$ cat src/rtl/usc_rv_wb_pkg.sv
// Shared types and constants for the integer writeback arbiter.
// Optional feature macro used by the top: USC_RV_WB_PERF_EN (stall counter).
package usc_rv_wb_pkg;

  localparam int XLEN_DEF     = 64;
  localparam int ATAG_W_DEF   = 5;
  localparam int NUM_SLOW_SRC = 3;

  // Slow (handshaked) result sources, in round-robin scan order.
  typedef enum logic [1:0] {
    SRC_MC  = 2'd0,
    SRC_LD  = 2'd1,
    SRC_SYS = 2'd2
  } slow_src_e;

  // One result request at the default widths.
  typedef struct packed {
    logic                  vld;
    logic [ATAG_W_DEF-1:0] atag;
    logic [XLEN_DEF-1:0]   data;
  } wb_req_t;

  // Cyclic successor over the three slow sources (mc -> ld -> sys -> mc).
  function automatic logic [1:0] rr_next(input logic [1:0] p);
    return (p == 2'(SRC_SYS)) ? 2'(SRC_MC) : p + 2'd1;
  endfunction

endpackage

$ cat src/rtl/usc_rv_wb_rr_sel.sv
// Three-requester round-robin picker granting up to two requesters per cycle.
// The scan starts at ptr; each grant gets a slot (0 = first free port,
// 1 = second free port). ptr_next is the source after the last grant,
// or ptr unchanged when nothing is granted.
module usc_rv_wb_rr_sel
  import usc_rv_wb_pkg::*;
(
  input  logic [2:0] req,
  input  logic [1:0] num_free,
  input  logic [1:0] ptr,
  output logic [2:0] gnt,
  output logic [2:0] slot,
  output logic [1:0] ptr_next
);

  logic [1:0] w_idx;
  logic [1:0] w_cnt;
  logic [1:0] w_last;

  // Cyclic scan from ptr, granting while free ports remain.
  always_comb begin
    gnt    = '0;
    slot   = '0;
    w_cnt  = '0;
    w_last = ptr;
    w_idx  = ptr;
    for (int i = 0; i < NUM_SLOW_SRC; i++) begin
      if (req[w_idx] && (w_cnt < num_free)) begin
        gnt[w_idx]  = 1'b1;
        slot[w_idx] = w_cnt[0];
        w_cnt       = w_cnt + 2'd1;
        w_last      = w_idx;
      end
      w_idx = rr_next(w_idx);
    end
    ptr_next = (|gnt) ? rr_next(w_last) : ptr;
  end

endmodule

$ cat src/rtl/usc_rv_wb_arb.sv
// Writeback arbiter for the two integer register-file write ports.
// ALU0/ALU1 own ports 0/1; mc/ld/sys share leftover ports round-robin.
// A starvation monitor raises iss_alu_block_o so waiting slow results drain.
// Optional: define USC_RV_WB_PERF_EN to add the wb_stall_cnt_o counter.
module usc_rv_wb_arb
  import usc_rv_wb_pkg::*;
#(
  parameter int XLEN       = XLEN_DEF,
  parameter int ATAG_W     = ATAG_W_DEF,
  parameter int STARVE_MAX = 8
) (
  input  logic              clk,
  input  logic              reset_n,
  input  logic              alu0_res_vld,
  input  logic [ATAG_W-1:0] alu0_res_atag,
  input  logic [XLEN-1:0]   alu0_res_data,
  input  logic              alu1_res_vld,
  input  logic [ATAG_W-1:0] alu1_res_atag,
  input  logic [XLEN-1:0]   alu1_res_data,
  input  logic              mc_res_vld,
  input  logic [ATAG_W-1:0] mc_res_atag,
  input  logic [XLEN-1:0]   mc_res_data,
  output logic              mc_res_rdy,
  input  logic              ld_res_vld,
  input  logic [ATAG_W-1:0] ld_res_atag,
  input  logic [XLEN-1:0]   ld_res_data,
  output logic              ld_res_rdy,
  input  logic              sys_res_vld,
  input  logic [ATAG_W-1:0] sys_res_atag,
  input  logic [XLEN-1:0]   sys_res_data,
  output logic              sys_res_rdy,
  output logic              iss_alu_block_o,
  output logic              rf_wr0_en,
  output logic [ATAG_W-1:0] rf_wr0_addr,
  output logic [XLEN-1:0]   rf_wr0_data,
  output logic              rf_wr1_en,
  output logic [ATAG_W-1:0] rf_wr1_addr,
  output logic [XLEN-1:0]   rf_wr1_data,
  output logic              wb_conflict_o
`ifdef USC_RV_WB_PERF_EN
  ,
  output logic [31:0]       wb_stall_cnt_o
`endif
);

  localparam int CNT_W = $clog2(STARVE_MAX + 1);

  logic [NUM_SLOW_SRC-1:0] w_slow_vld;
  logic [ATAG_W-1:0]       w_slow_atag [NUM_SLOW_SRC];
  logic [XLEN-1:0]         w_slow_data [NUM_SLOW_SRC];
  logic [NUM_SLOW_SRC-1:0] w_gnt_raw;
  logic [NUM_SLOW_SRC-1:0] w_gnt;
  logic [NUM_SLOW_SRC-1:0] w_slot;
  logic [NUM_SLOW_SRC-1:0] w_at_max;
  logic [1:0]              w_num_free;
  logic [1:0]              w_rr_ptr_next;
  logic [1:0]              r_rr_ptr;

  logic                    w_p1_slot;
  logic                    w_p0_vld;
  logic [ATAG_W-1:0]       w_p0_atag;
  logic [XLEN-1:0]         w_p0_data;
  logic                    w_p1_vld;
  logic [ATAG_W-1:0]       w_p1_atag;
  logic [XLEN-1:0]         w_p1_data;
  logic                    w_en0;
  logic                    w_en1;
  logic                    w_conflict;

  logic                    r_wr0_en;
  logic [ATAG_W-1:0]       r_wr0_addr;
  logic [XLEN-1:0]         r_wr0_data;
  logic                    r_wr1_en;
  logic [ATAG_W-1:0]       r_wr1_addr;
  logic [XLEN-1:0]         r_wr1_data;
  logic                    r_conflict;
  logic                    r_block;

  assign w_slow_vld = {sys_res_vld, ld_res_vld, mc_res_vld};
  assign w_slow_atag[SRC_MC]  = mc_res_atag;
  assign w_slow_atag[SRC_LD]  = ld_res_atag;
  assign w_slow_atag[SRC_SYS] = sys_res_atag;
  assign w_slow_data[SRC_MC]  = mc_res_data;
  assign w_slow_data[SRC_LD]  = ld_res_data;
  assign w_slow_data[SRC_SYS] = sys_res_data;

  // Ports not claimed by a valid ALU result are available to slow sources.
  assign w_num_free = {1'b0, ~alu0_res_vld} + {1'b0, ~alu1_res_vld};

  usc_rv_wb_rr_sel u_rr_sel (
    .req      (w_slow_vld),
    .num_free (w_num_free),
    .ptr      (r_rr_ptr),
    .gnt      (w_gnt_raw),
    .slot     (w_slot),
    .ptr_next (w_rr_ptr_next)
  );

  // Grants are suppressed while reset is held so no handshake completes.
  assign w_gnt       = w_gnt_raw & {NUM_SLOW_SRC{reset_n}};
  assign mc_res_rdy  = w_gnt[SRC_MC];
  assign ld_res_rdy  = w_gnt[SRC_LD];
  assign sys_res_rdy = w_gnt[SRC_SYS];

  // Round-robin pointer update after any slow grant.
  always_ff @(posedge clk or negedge reset_n) begin
    if (!reset_n) r_rr_ptr <= 2'(SRC_MC);
    else          r_rr_ptr <= w_rr_ptr_next;
  end

  // Steer ALU results and slot-ordered slow grants onto the two ports.
  always_comb begin
    w_p0_vld  = 1'b0;
    w_p0_atag = '0;
    w_p0_data = '0;
    w_p1_vld  = 1'b0;
    w_p1_atag = '0;
    w_p1_data = '0;
    // Port 1 takes the first slow grant when ALU0 holds port 0.
    w_p1_slot = ~alu0_res_vld;
    if (alu0_res_vld) begin
      w_p0_vld  = 1'b1;
      w_p0_atag = alu0_res_atag;
      w_p0_data = alu0_res_data;
    end else begin
      for (int s = 0; s < NUM_SLOW_SRC; s++) begin
        if (w_gnt[s] && !w_slot[s]) begin
          w_p0_vld  = 1'b1;
          w_p0_atag = w_slow_atag[s];
          w_p0_data = w_slow_data[s];
        end
      end
    end
    if (alu1_res_vld) begin
      w_p1_vld  = 1'b1;
      w_p1_atag = alu1_res_atag;
      w_p1_data = alu1_res_data;
    end else begin
      for (int s = 0; s < NUM_SLOW_SRC; s++) begin
        if (w_gnt[s] && (w_slot[s] == w_p1_slot)) begin
          w_p1_vld  = 1'b1;
          w_p1_atag = w_slow_atag[s];
          w_p1_data = w_slow_data[s];
        end
      end
    end
  end

  // Tag 0 is consumed but never written; equal nonzero tags let port 1 win.
  assign w_en0      = w_p0_vld && (w_p0_atag != '0);
  assign w_en1      = w_p1_vld && (w_p1_atag != '0);
  assign w_conflict = w_en0 && w_en1 && (w_p0_atag == w_p1_atag);

  // Register the write ports one cycle after selection.
  always_ff @(posedge clk or negedge reset_n) begin
    if (!reset_n) begin
      r_wr0_en   <= 1'b0;
      r_wr0_addr <= '0;
      r_wr0_data <= '0;
      r_wr1_en   <= 1'b0;
      r_wr1_addr <= '0;
      r_wr1_data <= '0;
      r_conflict <= 1'b0;
    end else begin
      r_wr0_en   <= w_en0 && !w_conflict;
      r_wr0_addr <= w_p0_atag;
      r_wr0_data <= w_p0_data;
      r_wr1_en   <= w_en1;
      r_wr1_addr <= w_p1_atag;
      r_wr1_data <= w_p1_data;
      r_conflict <= w_conflict;
    end
  end

  // Per-source wait counters, saturating at STARVE_MAX.
  genvar gi;
  generate
    for (gi = 0; gi < NUM_SLOW_SRC; gi++) begin : g_starve
      logic [CNT_W-1:0] r_cnt;

      // Count waiting cycles; clear when granted or idle.
      always_ff @(posedge clk or negedge reset_n) begin
        if (!reset_n)                         r_cnt <= '0;
        else if (!w_slow_vld[gi] || w_gnt[gi]) r_cnt <= '0;
        else if (r_cnt != CNT_W'(STARVE_MAX)) r_cnt <= r_cnt + 1'b1;
      end

      assign w_at_max[gi] = (r_cnt == CNT_W'(STARVE_MAX));
    end
  endgenerate

  // Block ALU issue the cycle after any source has waited STARVE_MAX cycles.
  always_ff @(posedge clk or negedge reset_n) begin
    if (!reset_n) r_block <= 1'b0;
    else          r_block <= |w_at_max;
  end

`ifdef USC_RV_WB_PERF_EN
  logic [31:0] r_stall_cnt;

  // Count cycles where some slow source waits without a grant (wrapping).
  always_ff @(posedge clk or negedge reset_n) begin
    if (!reset_n) r_stall_cnt <= '0;
    else          r_stall_cnt <= r_stall_cnt + 32'(|(w_slow_vld & ~w_gnt));
  end

  assign wb_stall_cnt_o = r_stall_cnt;
`endif

  assign rf_wr0_en       = r_wr0_en;
  assign rf_wr0_addr     = r_wr0_addr;
  assign rf_wr0_data     = r_wr0_data;
  assign rf_wr1_en       = r_wr1_en;
  assign rf_wr1_addr     = r_wr1_addr;
  assign rf_wr1_data     = r_wr1_data;
  assign wb_conflict_o   = r_conflict;
  assign iss_alu_block_o = r_block;

endmodule

$ cat config.mk
export PLATFORM = sky130hd
export DESIGN_NAME = usc_rv_wb_arb
export DESIGN_NICKNAME = d
export VERILOG_FILES = /design/src/rtl/usc_rv_wb_pkg.sv /design/src/rtl/usc_rv_wb_rr_sel.sv /design/src/rtl/usc_rv_wb_arb.sv
export SDC_FILE = /design/constraint.sdc
export NUM_CORES = 1
export LEC_CHECK = 0
export CORE_AREA = 2 2 194 196
export DETAILED_ROUTE_END_ITERATION = 12
export DIE_AREA = 0 0 196 198
export PLACE_DENSITY = 0.57
export SLEW_MARGIN = 10
export SYNTH_ARGS = -nofsm -noshare
export SYNTH_HDL_FRONTEND = slang
export SYNTH_SLANG_ARGS = --single-unit
$ cat constraint.sdc
create_clock -name clk -period 4.5 [get_ports clk]
set_input_delay 0.45 -clock clk [delete_from_list [all_inputs] [get_ports clk]]
set_output_delay 0.45 -clock clk [all_outputs]
set_load 0.02 [all_outputs]
* After elaboration in Yosys (flattened, before gate mapping)
Cells that the tools add are included.
** Word-level totals
- Register bits :: 156
- Bits of input ports :: 352
- Output and inout bits :: 145
** Cells by class
- Bitwise operators :: 6
- Magnitude comparators :: 9
- Reduce and logical (&&, ||, !) cells :: 34
- Add/sub/neg operators :: 8
- Muxes and demuxes :: 55
- Equal/unequal tests :: 13
** Operator list (number)
- 64-bit 2-to-1 mux :: 8
- 5-bit 2-to-1 mux :: 8
- 4-bit 2-to-1 mux :: 6
- 1-bit logical AND :: 17
- 1-bit 2-to-1 mux :: 15
- 3-bit 2-to-1 mux :: 5
- 4-bit by 1-bit adder with 4-bit output, second input constant :: 3
- 4-bit == test, second input constant :: 3
- 2-bit 2-to-1 mux :: 6
- 4-bit != test, second input constant :: 3
- 5-bit nonzero test :: 2
- 2-bit by 3-bit < comparator with 1-bit output, second input constant :: 3
- 2-bit by 1-bit adder with 2-bit output, second input constant :: 4
- 1-bit logical NOT :: 7
- 3-bit AND :: 2
- 1-bit binary-select mux with 2-bit select :: 3
- 1-bit demux with 2-bit select :: 3
- 2-bit == test, second input constant :: 3
- 2-bit by 1-bit >= comparator with 1-bit output, second input constant :: 3
- 3-bit OR :: 2
- 2-bit nonzero test :: 3
- 3-bit OR reduction :: 2
- 5-bit == test :: 1
- 2-bit < comparator :: 2
- other kinds (6) :: 11

* Longest topological paths before layout
Gate-level depths: netlist of run 1.
- Depth in word-level cells :: 23
- Depth in mapped cells :: 21
- Depth with buffers taken out :: 16

* Cells and area by module
Synthesis of run 1 repeated with hierarchy kept, for this count alone.
** Second synthesis, totals
- Cell total of the unflattened synthesis :: 834
- Area total of the unflattened synthesis :: 8240.4 sq um
** By module, submodules not included
- usc_rv_wb_arb :: seq. area each 3903.7 sq um, cells an instance 764, area an instance 7763.7 sq um, instances 1
- usc_rv_wb_rr_sel :: seq. area each 0.0 sq um, cells an instance 70, area an instance 476.7 sq um, instances 1

* Worst setup path before layout of run 1
Ideal clock, no wire load.
- Path kind :: input to register
- Start :: input alu0_res_vld
- End :: register r_conflict (netlist: wb_conflict_o)
- Arrival time :: 4.637 ns
- Setup slack :: -0.258 ns
- Buffers on the path :: 3
- Stages :: 18
- Setup time :: 0.121 ns
- Cells stage by stage :: clkbuf_1 clkbuf_1 inv_1 ha_1 inv_1 a211oi_2 o221a_2 ha_1 nand2b_1 a21oi_1 a2111oi_4 nor4_2 buf_4 nor3b_2 a221oi_2 or4_1 nor2_1 and4b_1
** Between the ends
- Cells in the longest elaborated chain, start to end :: 21
- Elaborated cells between the ends (all ways) :: 56
** Ends and longest elaborated chain
- from (decl) :: line usc_rv_wb_arb.sv:14 : input logic alu0_res_vld,
- 1-bit NOT :: line usc_rv_wb_arb.sv:88 : assign w_num_free = {1'b0, ~alu0_res_vld} + {1'b0, ~alu1_res_vld};
- 1-bit by 1-bit adder with 2-bit output :: line usc_rv_wb_arb.sv:88
- 1-bit by 2-bit < comparator with 1-bit output :: line usc_rv_wb_rr_sel.sv:28 : if (req[w_idx] && (w_cnt < num_free)) begin
- 1-bit logical AND :: line usc_rv_wb_rr_sel.sv:28
- 1-bit 2-to-1 mux :: line usc_rv_wb_rr_sel.sv:28
- 2-bit < comparator :: line usc_rv_wb_rr_sel.sv:28
- 1-bit logical AND :: line usc_rv_wb_rr_sel.sv:28
- 2-bit 2-to-1 mux :: line usc_rv_wb_rr_sel.sv:28
- (+5 left out)
- 5-bit 2-to-1 mux (3 in series) :: line usc_rv_wb_arb.sv:127 : if (w_gnt[s] && !w_slot[s]) begin
- 5-bit 2-to-1 mux * :: line usc_rv_wb_arb.sv:121 : if (alu0_res_vld) begin
- net w_p0_atag[1] :: line usc_rv_wb_arb.sv:61 : logic [ATAG_W-1:0] w_p0_atag;
- 5-bit nonzero test :: line usc_rv_wb_arb.sv:150 : assign w_en0 = w_p0_vld && (w_p0_atag != '0);
- 1-bit logical AND :: line usc_rv_wb_arb.sv:150
- 1-bit logical AND :: line usc_rv_wb_arb.sv:152 : assign w_conflict = w_en0 && w_en1 && (w_p0_atag == w_p1_atag);
- 1-bit logical AND * :: line usc_rv_wb_arb.sv:152
- net w_conflict :: line usc_rv_wb_arb.sv:68 : logic w_conflict;
- to (signal assigned) :: line usc_rv_wb_arb.sv:171 : r_conflict <= w_conflict;
- to (decl) :: line usc_rv_wb_arb.sv:76 : logic r_conflict;
Mark *: on every way through the listed nets, which the timed path passes. The rest lies on a longest branch.
A chain may end at the register's enable or synchronous reset.

* Worst setup path in the final report of run 1
- Start :: register r_rr_ptr[1]
- End :: output mc_res_rdy
** Between the ends
- Cells in the longest elaborated chain, start to end :: 11
- Elaborated cells between the ends (all ways) :: 41
** Ends and longest elaborated chain
- from (decl) :: line usc_rv_wb_arb.sv:57 : logic [1:0] r_rr_ptr;
- from (signal assigned) :: line usc_rv_wb_arb.sv:107 : if (!reset_n) r_rr_ptr <= 2'(SRC_MC);
- from (signal assigned) :: line usc_rv_wb_arb.sv:108 : else r_rr_ptr <= w_rr_ptr_next;
- 2-bit by 1-bit adder with 2-bit output (tied with other cells) :: line usc_rv_wb_pkg.sv:25 : return (p == 2'(SRC_SYS)) ? 2'(SRC_MC) : p + 2'd1;
- 2-bit 2-to-1 mux / 1-bit 2-to-1 mux (equally long branches) :: line usc_rv_wb_pkg.sv:25, usc_rv_wb_rr_sel.sv:28
- 2-bit by 1-bit adder with 2-bit output (tied with other cells) :: line usc_rv_wb_pkg.sv:25
- 2-bit 2-to-1 mux (tied with other cells) :: line usc_rv_wb_pkg.sv:25
- 2-bit by 3-bit < comparator with 1-bit output (not written as such) (tied with other cells) :: line usc_rv_wb_rr_sel.sv:29 : gnt[w_idx] = 1'b1;
- 1-bit logical AND (not written as such) (tied with other cells) :: line usc_rv_wb_rr_sel.sv:29
- 1-bit 2-to-1 mux (not written as such) (tied with other cells) :: line usc_rv_wb_rr_sel.sv:29
- 1-bit demux with 2-bit select (tied with other cells)
- 3-bit OR (no line) / 1-bit logical AND (equally long branches)
- 3-bit 2-to-1 mux * :: line usc_rv_wb_rr_sel.sv:28
- 3-bit AND * :: line usc_rv_wb_arb.sv:100 : assign w_gnt = w_gnt_raw & {NUM_SLOW_SRC{reset_n}};
- to (decl) :: line usc_rv_wb_arb.sv:23 : output logic mc_res_rdy,
Mark *: on every way between the ends. The rest lies on a longest branch, timed or not. The select of a mux whose other input is x is not followed.

==> results of run 1 <==
[power groups by stage]
stage	sequential (mW)	combinational, mW	clock, mW
2_1_floorplan	2.00	1.13	0
3_3_place_gp	1.74	2.65	0
3_5_place_dp	1.74	2.67	0
4_1_cts	1.72	2.68	1.51
5_1_grt	1.74	2.90	1.56
6_report	1.72	2.68	1.46
[final timing paths]
kind                                             end  slack [ps]  cells past startpoint
worst max-delay path                      mc_res_rdy         200                      9
worst min-delay path                  rf_wr0_data[8]         400                      3
worst max register to register         wb_conflict_o         290                     13
worst min register to register  g_starve[2].r_cnt[2]         570                      2
max in group asynchronous            rf_wr0_data[21]        2570                      4
min in group asynchronous            rf_wr1_data[54]         440                      2
[Yosys cell counts (6+ instances only)]
cell type and n:
ha_1 10, buf_2 6, a221oi_1 7, a21oi_1 140, a22oi_1 129, dfrtp_1 156, buf_1 21, clkbuf_1 65
nor2b_1 7, o21ai_0 132, inv_1 18, nand2_1 146, xnor2_1 9, nor2_1 153
[cell families (layout without fill, tap and decap cells)]
| group | after synthesis | after routing | synth area share [%] |
|---|---|---|---|
| XOR/XNOR | 13 | 13 | 1.29 |
| AO/OA/AOI/OAI | 443 | 443 | 31.1 |
| multiplexers | 5 | 5 | 0.623 |
| flip-flops | 156 | 156 | 44.2 |
| AND/OR/NAND/NOR | 340 | 340 | 16.4 |
| buffers and inverters | 112 | 584 | 4.93 |
| adder cells (fa/ha/maj) | 10 | 10 | 1.42 |
[what timing repair did]
action	in CTS	in global routing
endpoints found under the hold margin	17	0
buffers inserted	0	0
hold buffers	1	0
resized for setup	0	1
setup endpoints to repair	0	1
[registers in the layout (all words and copies together), names as in the netlist]
register         cells
g_starve.r_cnt      12
iss_alu_block_o      1
r_rr_ptr             2
rf_wr0_addr          5
rf_wr0_data         64
rf_wr0_en            1
rf_wr1_addr          5
rf_wr1_data         64
rf_wr1_en            1
wb_conflict_o        1
[metrics by stage]
stage	TNS, ps	utilization, %	hold slack (ps)	setup WS, ps
after global routing	0	40.6	383	51.8
after detailed placement	-33.0	39.0	323	-33.0
final	0	40.6	395	203
after floorplan	-45.8	-	154	-45.8
after CTS	0	40.5	355	237
after global placement	0	39.0	321	70.0
[routing by layer]
metal  share of wire (%)  track usage, %  up-vias
met5                   0               0        -
met4                 2.8            7.66        0
met3                 8.5            5.96       60
met2                  48            34.7      468
met1                  41            25.3     4689
li1                    -               -     4761
[placed cells by master (no fill, tap or decap), types with 4 or more instances in the layout]
cell             netlist  routed
xnor2_1                9       9
buf_12                 0       5
inv_1                 18      18
nor2_1               153     152
nor2b_1                7       7
a221oi_1               7       7
clkbuf_16              0      17
ha_1                  10      10
clkdlybuf4s50_1        0     493
o21ai_0              132     132
dfrtp_1              156     156
clkinv_2               0       4
nand3b_1               4       4
a21oi_1              140     139
xor2_1                 4       4
buf_4                  2      36
nand3_1                4       4
nand2_1              146     146
a22oi_1              129     129
mux2i_1                4       4
[final cells by class]
class	count	area, µm²
repair buffers	536	5330
inverters	18	67.6
clock buffers	19	443
flip-flops and latches	156	3900
fillers	3727	22000
well taps	474	593
multi-input cells	811	4530
clock inverters	11	121
[worst max-delay path, cell delays in order, from the launching register on]
cell and delay (ps):
dfrtp_1 420, and4bb_1 310, a211oi_2 60, o221a_2 300
ha_1 210, ha_1 360, a211oi_1 120, o311ai_1 780
nor2_1 220, clkdlybuf4s50_1 640
==> metrics.sh, run 1 <==
VIAS_PER_CELL=4.93
DRTITER0DRC=463
NUMBER_OF_PLACEMENT_ROWS=71
ROUTE.DETAILED.DRC=0
POWER_mW=5.85
CLOCK_TREE_FROM_TRITONCTS='yes'
WORST-ENDPOINT-ARRIVAL_PS=3850
POWER.NET_SWITCHING_mW=2.20
MAXIMUM_NUMBER_OF_PINS_ON_ONE_NET_BEFORE_GLOBAL_ROUTE_REPAIR=81
WIRE_LENGTH_OF_THE_FIRST_GLOBAL_ROUTING_PASS_UM=60700
YOSYS.AREA.TOP_TYPE='dfrtp_1'
FINALCRITICALPERIOD_PS=4300
SEQ_POWER_SHARE_PCT=29.3
POSTSYNTHCELLCOUNT=1079
MAX_SLEW.WORST_PIN.SLEW_PS=928
FMAX_MHz=233
DETAIL_ROUTE.WL_PER_CELL_UM=20.4
FLOORPLAN.IO_PINS=497
SYNTHDISTINCTLIBCELLS=57
LAYOUT-DRIVE-GT1-SHARE_PCT=6.13
FP.DIEW_UM=196
AREA.GROWTH.SYNTH_TO_FINAL_PCT=69.7
INITIAL_CORE_UTIL_PCT=23.9
SYNTH.TOP_CELLS.BY_AREA='dfrtp_1 44%, a22oi_1 11%, a21oi_1 7.9%, o21ai_0 7.5%, nor2_1 6.5%'
HOLD_START='alu0_res_vld'
PLACE_HPWL_UM=30600
P_SW_SHARE_PCT=37.6
TIMING.FINAL.CRIT_SHARE_PCT=95.5
IRDROPWORSTVDD_V=0.000264
SYNTH-ASYNC-RESET-RATIO_PCT=100
CLK-INSERTION-DELAY-LATE_PS=440
YS.FLOP_TYPE='dfrtp_1'
GLOBAL_ROUTE.USAGE.TOTAL_PCT=20.7
WORSTREG2REGSTART='r_rr_ptr[1]'
CTS.REPORTEDPATHS.CLKPINSLEW_PS=70
RSZ0062_AT_GRT='no'
SYNTH_EDF_COUNT=0
HTREEDEPTH=4
NUM_ANTENNA_CELLS=0
INTERNAL_POWER_mW=3.65
CLOCKBUFFERDEPTH=2
CORE_AREA_UM2=37000
SYN_NETS=1441
TIMING.MAX_CAP.VIOLATIONS=0
STATIC-LEAKAGE-POWER_nW=6.03
YOSYS_REGISTER_BITS=156
STATUS='completed'
CTS_NUM_SINKS=156
SETUP.WORST_PATH.START_CLASS='register'
FRACTION_OF_POWER_CONSUMED_BY_THE_CLOCK_NETWORK_PCT=24.9
HP-CLASS='in2reg'
TIMING.FINAL.MAX_SLEW_VIOLATIONS=0
DETAIL-ROUTE-ANTENNA-NETS=0
DIE_HEIGHT_UM=198
DIE-AREA_UM2=38800
PLACEMENT.CELL_AREA_UM2=14400
WORSTSETUPPATHTYPE='reg2out'
TIMING.FINAL.HOLD_VIOLATIONS=0
DRT-TOTAL-WL_UM=41300
TIMING.SLEW.HEADROOM_PCT=37.2
PLACE.PORT_BUFFERS=496
SYN_AVG_CELL_AREA_UM2=8.19
DR_TOTAL_VIAS=9978
SUMMED_INSTANCE_AREA_OF_THE_SYNTHESIZED_NETLIST_UM2=8830
POWER-PER-CELL-AREA_nW_PER_UM2=390
CLK_ROOT_BUFFER_CELL='clkbuf_16'
GRT_ANTENNA_BEFORE_REPAIR=0
DP_CELLS=1994
CP-END-KIND='output port'
YOSYS_WARNINGS=0
SEQ_AREA_FRAC_SYNTH_PCT=44.2
FIRST_GLOBAL_VIAS=10079
GP_CONGESTION=0.929
MAX_FO_CRITICAL_PATH=6
FINAL_NETS=1902
FINALNONFILLERCELLS=2025
STARTPOINT='r_rr_ptr[1]'
POST-ROUTE-CELL-AREA_UM2=15000
CRITICAL_PATH_DATA_REQUIRED_TIME_PS=4050
OVERFLOW=0
COMB_POWER_SHARE_PCT=45.8
SETUP_VIOL=0
FINAL.SETUP_SKEW_PS=11.5
TOTAL_CTS_BUFFERS=17
DRT-PASS1-ITER-COUNT=6
POST-SYNTH-TOP-AREA-FRACTION_PCT=44.2
(Power assumes the default switching activity.)
==> run 2: changes to the inputs <==
SLEW_MARGIN = not set   (was 10)
==> results of run 2 <==
Same layout as run 1: the final DEF is identical, and so are final timing and power.
==> edit, RTL diff (settings of run 1) <==
`STARVE_MAX`: 8 -> 4.
--- a/src/rtl/usc_rv_wb_arb.sv
+++ b/src/rtl/usc_rv_wb_arb.sv
@@ -8,5 +8,5 @@
   parameter int XLEN       = XLEN_DEF,
   parameter int ATAG_W     = ATAG_W_DEF,
-  parameter int STARVE_MAX = 8
+  parameter int STARVE_MAX = 4
 ) (
   input  logic              clk,
Formal check against the unedited RTL: no difference found for any inputs over 4 cycles, from zero or initial values and one cycle with reset_n low; that may be too few to reach the edited logic, so the function may still have changed.
==> edit against run 1 <==
Register-to-register slack improved by 0.16 ns; area after synthesis fell by 6.4%; cell count fell by 7.7%; die area did not move; sequential cell count fell by 3; global-route usage rose by 1.0 points; worst hold slack got worse by 0.050 ns; routed wire length rose by 5.6%; cell area fell by 1.7%; total power rose by 7.2%; setup slack improved by 0.012 ns; largest cell class unchanged; largest power group unchanged.
==> edit: results (changes against run 1) <==
stage,metric,value,unit,change
hold_path,hp-start,alu1_res_vld,,
drt,first_iter_violations,955,,+110%
worst_setup_path,arrival,3.83,ns,-0.02 ns
synthesis,synth.mux.area_fraction,0.00499,,-0.00124
place,place_inst,1837,,-7.9%
hold_path,hold_path_end,rf_wr1_data[62],,
global_route,grt_max_degree,87,,+7.4%
hold_path,hold_depth,2,,-1
worst_setup_path,reg2regPathDepth,14,,+1
layout,fin_nets,1745,,-8.3%
worst_setup_path,r2r_slack,0.45,ns,+0.16 ns
power_and_ir_drop,intPower,3.92,mW,+7.4%
place,gp_congestion,0.893,,-3.9%
worst_setup_path,critPathSlowestCell,clkdlybuf4s50_1,,
synthesis,synthAdderAreaFrac,0.0151,,+0.000969
place,dpl.hpwl,31600,um,+3.5%
worst_setup_path,r2r-end,rf_wr1_data[33],,
worst_setup_path,critical_path_peak_fanout,5,,-1
drt,wl_per_cell,23.3,um,+14%
timing,tightest_slew,1.01,ns,+0.0834 ns
worst_setup_path,max_stage_delay,0.65,ns,-0.13 ns
cts,cts.sinks,153,,-1.9%
synthesis,syn_area_per_cell,9.32,um^2,+14%
global_route,grt.total_usage,0.217,,+0.0100
timing,clock_skew,0.00962,ns,-0.00192 ns
power_and_ir_drop,ir_worst_vdd,262,uV,-0.94%
synthesis,syn-num-nets,1249,,-13%
global_route,grt_pass1_vias,9977,,-1.0%
drt,dr.pass1.iters,8,,+2
layout,fin_cells,1870,,-7.7%
status,status,completed,,
edit: cell count changes after synthesis, moves of 9 or more:
cell,before,now
buf_2,6,15
buf_1,21,4
a21oi_1,140,74
a222oi_1,0,62
a221oi_1,7,66
a22oi_1,129,0
o31ai_1,3,67
o21ai_0,132,10
nand2_1,146,88
edit: final cells by class:
| cell class | count | area, um^2 |
|---|---|---|
| fill | 3756 | 22200 |
| tap | 474 | 593 |
| timing repair buffer | 562 | 5560 |
| inverter | 22 | 85.1 |
| clock buffer | 20 | 457 |
| multi-input combinational | 627 | 4050 |
| sequential | 153 | 3830 |
| clock inverter | 12 | 165 |
edit: worst max-delay path by stage:
stage                                  to  cells after the start         start  slack (ns)
final                          mc_res_rdy                     14  alu0_res_vld        0.22
after global routing           mc_res_rdy                     14  alu0_res_vld        0.03
after CTS                      mc_res_rdy                     14  alu0_res_vld        0.24
after detailed placement  rf_wr1_data[21]                     16  alu0_res_vld        0.07
after global placement      wb_conflict_o                     17  alu0_res_vld        0.13
after floorplan             wb_conflict_o                     20  alu0_res_vld        0.06
edit: power by group through the flow:
| stage | registers (mW) | logic (mW) | clock network (mW) |
|---|---|---|---|
| 2_1_floorplan | 2.07 | 1.09 | 0 |
| 3_3_place_gp | 1.78 | 2.88 | 0 |
| 3_5_place_dp | 1.79 | 2.89 | 0 |
| 4_1_cts | 1.77 | 2.91 | 1.63 |
| 5_1_grt | 1.79 | 3.10 | 1.69 |
| 6_report | 1.76 | 2.92 | 1.59 |
edit: stage by stage:
| step | setup WS [ns] | instance area (um^2) | hold slack [ns] | power, mW |
|---|---|---|---|---|
| 6_report | 0.215 | 14700 | 0.345 | 6.27 |
| 5_1_grt | 0.0251 | 14700 | 0.328 | 6.58 |
| 4_1_cts | 0.242 | 14700 | 0.316 | 6.30 |
| 3_5_place_dp | 0.0692 | 14100 | 0.370 | 4.68 |
| 3_3_place_gp | 0.134 | 14100 | 0.380 | 4.66 |
| 2_1_floorplan | 0.0578 | 8270 | 0.154 | 3.16 |
edit: cells by family (layout without fill, tap and decap cells):
group	count (synthesis)	after routing
flops	153	153
compound gates	315	315
fa+ha+maj	10	10
simple gates	288	288
buf+inv	107	616
mux	4	4
xor+xnor	10	10
edit: routing by layer:
metal  up-vias  GRT usage  part of all wire  wire, um
met3        70     0.0537             0.086      3740
met2       570      0.362              0.48     21000
li1       4385          -                 -         -
met4         4     0.0738             0.027      1190
met5         -          0           0.00069        30
met1      4808      0.275              0.40     17600
edit: repair_timing:
action / 4_1_cts / 5_1_grt
buffers inserted: 0 / 0
gates resized for setup: 0 / 1
hold buffers: 1 / 0
endpoints found under the hold margin: 25 / 0
setup endpoints to repair: 0 / 1
